<file path="src/rtl/reg_pkg.sv">
// Shared register-file constants and address type.
// Used by decode, scoreboard and register file.
package reg_pkg;

  localparam int NUM_REGS = 32;
  localparam int ADDR_W   = 5;
  localparam int ZERO_REG = 31;

  typedef logic [ADDR_W-1:0] reg_addr_t;

endpackage

</file>
<file path="src/rtl/onehot_decoder.sv">
// Enable-gated binary to one-hot decoder.
// Ports: en, in (ADDR_W); out (NUM_OUT), zero if in >= NUM_OUT.
module onehot_decoder #(
  parameter int ADDR_W  = 5,
  parameter int NUM_OUT = 32
) (
  input  logic              en,
  input  logic [ADDR_W-1:0] in,
  output logic [NUM_OUT-1:0] out
);

  always_comb begin
    out = '0;
    for (int i = 0; i < NUM_OUT; i++) begin
      if (en && in == ADDR_W'(i)) out[i] = 1'b1;
    end
  end

endmodule

</file>
<file path="src/rtl/reg_scoreboard.sv">
// Register write tracker: per-register pending counts and one-hot wr_en.
// Ports: issue_*, wb_*, rd_addr_a/b in; issue_ready, hazard_a/b, busy, wr_en, err_underflow out.
module reg_scoreboard #(
  parameter int NUM_REGS = reg_pkg::NUM_REGS,
  parameter int ADDR_W   = reg_pkg::ADDR_W,
  parameter int CNT_W    = 2,
  parameter int ZERO_REG = reg_pkg::ZERO_REG
) (
  input  logic                clk,
  input  logic                reset_n,
  input  logic                issue_valid,
  input  logic [ADDR_W-1:0]   issue_addr,
  output logic                issue_ready,
  input  logic                wb_valid,
  input  logic [ADDR_W-1:0]   wb_addr,
  input  logic [ADDR_W-1:0]   rd_addr_a,
  input  logic [ADDR_W-1:0]   rd_addr_b,
  output logic                hazard_a,
  output logic                hazard_b,
  output logic [NUM_REGS-1:0] busy,
  output logic [NUM_REGS-1:0] wr_en,
  output logic                err_underflow
);

  import reg_pkg::*;

  localparam logic [ADDR_W-1:0] ZR = ADDR_W'(ZERO_REG);
  localparam logic [CNT_W-1:0]  CMAX = '1;

  logic [NUM_REGS-1:0] iss_oh;
  logic [NUM_REGS-1:0] wb_oh;
  logic [NUM_REGS-1:0] fire;
  logic [NUM_REGS-1:0] sat;
  logic [NUM_REGS-1:0] uf;
  logic [CNT_W-1:0]    cnt [NUM_REGS];

  // Issue decode ignores issue_valid so that ready
  // depends only on the address and registered counts.
  onehot_decoder #(
    .ADDR_W (ADDR_W),
    .NUM_OUT(NUM_REGS)
  ) u_iss_dec (
    .en (issue_addr != ZR),
    .in (issue_addr),
    .out(iss_oh)
  );

  onehot_decoder #(
    .ADDR_W (ADDR_W),
    .NUM_OUT(NUM_REGS)
  ) u_wb_dec (
    .en (wb_valid && wb_addr != ZR),
    .in (wb_addr),
    .out(wb_oh)
  );

  assign issue_ready = ~|(iss_oh & sat);
  assign fire = iss_oh & {NUM_REGS{issue_valid & issue_ready}};

  for (genvar i = 0; i < NUM_REGS; i++) begin : g_cnt
    assign busy[i] = cnt[i] != '0;
    assign sat[i]  = cnt[i] == CMAX;
    assign uf[i]   = wb_oh[i] & ~fire[i] & ~busy[i];

    always_ff @(posedge clk or negedge reset_n) begin
      if (!reset_n) begin
        cnt[i] <= '0;
      end else if (fire[i] && !wb_oh[i]) begin
        cnt[i] <= cnt[i] + 1'b1;
      end else if (wb_oh[i] && !fire[i] && busy[i]) begin
        cnt[i] <= cnt[i] - 1'b1;
      end
    end
  end

  always_comb begin
    hazard_a = 1'b0;
    hazard_b = 1'b0;
    for (int i = 0; i < NUM_REGS; i++) begin
      if (rd_addr_a == ADDR_W'(i)) hazard_a = busy[i];
      if (rd_addr_b == ADDR_W'(i)) hazard_b = busy[i];
    end
  end

  always_ff @(posedge clk or negedge reset_n) begin
    if (!reset_n) begin
      wr_en         <= '0;
      err_underflow <= 1'b0;
    end else begin
      wr_en         <= wb_oh;
      err_underflow <= err_underflow | (|uf);
    end
  end

endmodule

</file>
<file path="config.mk">
export PLATFORM = sky130hd
export DESIGN_NAME = reg_scoreboard
export DESIGN_NICKNAME = d
export VERILOG_FILES = /design/src/rtl/reg_pkg.sv /design/src/rtl/onehot_decoder.sv /design/src/rtl/reg_scoreboard.sv
export SDC_FILE = /design/constraint.sdc
export NUM_CORES = 1
export LEC_CHECK = 0
export CORE_MARGIN = 8
export CORE_UTILIZATION = 55
export CTS_CLUSTER_DIAMETER = 60
export DETAILED_ROUTE_END_ITERATION = 16
export GPL_TIMING_DRIVEN = 0
export PLACE_DENSITY = 0.91
export SYNTH_ARGS = -nofsm -noshare
export SYNTH_HDL_FRONTEND = slang
export SYNTH_HIERARCHICAL = 1
export SYNTH_SLANG_ARGS = --single-unit
</file>
<file path="constraint.sdc">
create_clock -name clk -period 3.7 [get_ports clk]
set_input_delay 0.74 -clock clk [delete_from_list [all_inputs] [get_ports clk]]
set_output_delay 0.74 -clock clk [all_outputs]
set_load 0.05 [all_outputs]
</file>
==> results of run 1 <==
[cell families after synthesis]
family | count (synthesis) | synth area share (%)
DFF | 97 | 39.5
xor gates and xnor gates | 7 | 0.997
AOI/OAI and AO/OA | 200 | 19.8
and+or+nand+nor | 424 | 33.4
muxes | 6 | 1.79
buffers and inverters | 67 | 4.52
[final cells by class]
type | instances | area [µm²] | area share, %
Buffer | 23 | 139 | 1.84
Clock buffer | 11 | 141 | 1.87
Clock inverter | 5 | 63.8 | 0.846
Inverter | 41 | 154 | 2.04
Multi-Input combinational cell | 637 | 3510 | 46.6
Sequential cell | 97 | 2430 | 32.2
Tap cell | 140 | 175 | 2.32
Timing Repair Buffer | 94 | 928 | 12.3
[routing by layer]
layer | share of wire (%) | up-vias | track usage [%] | wire [µm]
met2 | 44 | 518 | 42.8 | 9230
met5 | 0 | - | 0 | 0
li1 | - | 3040 | - | -
met3 | 13 | 127 | 7.59 | 2740
met1 | 37 | 3094 | 35.5 | 7820
met4 | 5.4 | 0 | 15.1 | 1120
[power by group]
group	internal (mW)	total [mW]	switching [mW]
Combinational	0.363	1.04	0.677
Sequential	1.26	1.51	0.255
Clock	0.336	0.729	0.392
Total	1.96	3.28	1.32
[synthesized netlist by cell type (all sizes together) (9+ instances only)]
cell / number
a21boi: 12
inv: 41
nor3: 27
nand4: 9
or2: 15
a31oi: 13
nand3: 20
nand2b: 9
dfrtp: 97
nor2: 142
clkbuf: 19
nand2: 126
and3: 31
nand3b: 15
a21oi: 37
o21ai: 83
[repair_timing]
item,4_1_cts,5_1_grt
pin swaps,4,5
endpoints found under the setup margin,37,4
buffers inserted,3,2
resized for setup,46,28
[through the flow]
step,hold slack (ns),worst slack [ns],utilization (%)
5_1_grt,0.360,-0.0210,69.3
3_3_place_gp,0.496,-1.66,66.2
4_1_cts,0.342,0.0140,68.7
6_report,0.327,0.0217,69.3
2_1_floorplan,0.444,0.119,-
3_5_place_dp,0.506,-1.42,66.4
[worst max path at each step]
| stage | end | slack [ns] | depth (start not counted) |
|---|---|---|---|
| final | issue_ready | 0.02 | 13 |
| after global routing | issue_ready | -0.02 | 12 |
| after CTS | issue_ready | 0.01 | 13 |
| after detailed placement | issue_ready | -1.42 | 12 |
| after global placement | wr_en[26]$_DFF_PN0_ | -1.66 | 1 |
| after floorplan | hazard_a | 0.12 | 8 |
[sequential cells by signal, summed over array words and instances, names as in the netlist]
signal	flops
err_underflow	1
wr_en	32
cnt	64
[worst max-delay path, stage by stage]
cell and delay (ns):
clkbuf_4 0.18, and3_4 0.21, nand3_4 0.12, nand4b_1 0.28, buf_4 0.17, nor2_2 0.05, and3_1 0.19, a31oi_1 0.14
and4_2 0.31, nand3_2 0.13, buf_8 0.18, inv_1 0.08, buf_6 0.16
==> run metrics, run 1 <==
H-tree depth=3; kind of critical path=in -> out; post-route insts no fill=1048; Layout fillers=887; detailed-router iteration count before antenna repair=8; Avg Vias per Cell=6.47; root buffer cell=clkbuf_8; placed insts=1030; CP Launch Point=issue_addr[1]; fmax=0.272 GHz; core area=10900 µm²; r2r startpoint=cnt[50]$_DFFE_PN0P_; Synth async-reset ratio=100%; Distinct cells, synth=63; clk buf depth=2; Vias=6779; post-synth top area cell=dfrtp_1; WL/cell=20.0 µm; P per Cell Area=435 nW/µm²; Syn Inst Count=801; most frequent cells in the layout=138 x nor2_1, 124 x nand2_1, 97 x dfrtp_1, 81 x o21ai_0, 74 x clkdlybuf4s50_1; die width=122 µm; status=complete, no violations; CTS tree=yes; Setup TNS=0 ns; Max Slew Vio Count=0; mapped cell area=6150 µm²; Synth Net Count=825; mean area per synthesized cell=7.67 µm²; DRT iter0 DRCs=1008; vias in the first global route=6252; worst-skew pair later-pin latency=0.39 ns; I/O Buffers=88; Synth-to-Final Area Change=22.7%; CTS clk-pin slew, worst paths=0.10 ns; finished layout cell area=7540 µm²; Starting Density=56.5%; Post-synth EDFFs=0; chip height=122 µm; Num Clock Sinks=97; die area=14800 µm²; initial antenna violation count=0; most common cell after layout, fill and taps aside=nor2_1; crit path launch type=primary input; CTS Hold Buffers Added=0; Synth top area share=39.5%; routability cong.=1.01; worst slew pin tran=0.654 ns; IO Pins=92; Worst slew margin=56.4%; WL final=20.9 mm; ANT nets after route=0; grt ovf=0; GRT Overall Usage=28.0%; static leakage=3.14 nW; NumNets Final=927; largest cells by area after synthesis=dfrtp_1 39%, nor2_1 8.7%, nand2_1 7.6%; global-route wire length before repair=32.5 mm; Setup Skew=0.0140 ns; critical path required time=2.96 ns; RR Endpoint=err_underflow$_DFF_PN0_; final critical-path required period=3.68 ns; DP Wirelength=15.5 mm; Pwr Total=3.28 mW; final hold violation count=0; Main synth FF type=dfrtp_1; CP Max Fanout=10; Residual DRC=0; sequential-to-total area share from yosys stat=39.5%; Ys Warns=6; pin count of the biggest net entering global routing=58; layout cells sized above 1=9.03%; CP Capture Type=output pin; placed inst area=7230 µm²; worst-case reg-to-reg path depth=10; Ant. Diodes=0; CTS Buf Count=9; CP arrival=2.94 ns; reg2reg setup slack=0.91 ns; setup violators final=0; post-synthesis register bit count=97; highest ir drop seen on vdd=0.310 mV; final period utilization=99.4%; max cap viols=0; hold crit path type=in -> async; Rows=38
Power figures use the tool's default switching activity.
==> run 2: changes to the inputs <==
--- a/config.mk
+++ b/config.mk
@@ -15,3 +15,4 @@
 export SYNTH_HDL_FRONTEND = slang
 export SYNTH_HIERARCHICAL = 1
 export SYNTH_SLANG_ARGS = --single-unit
+export TNS_END_PERCENT = 1
==> results of run 2 <==
Same layout as run 1: the final DEF is identical, and so are final timing and power.
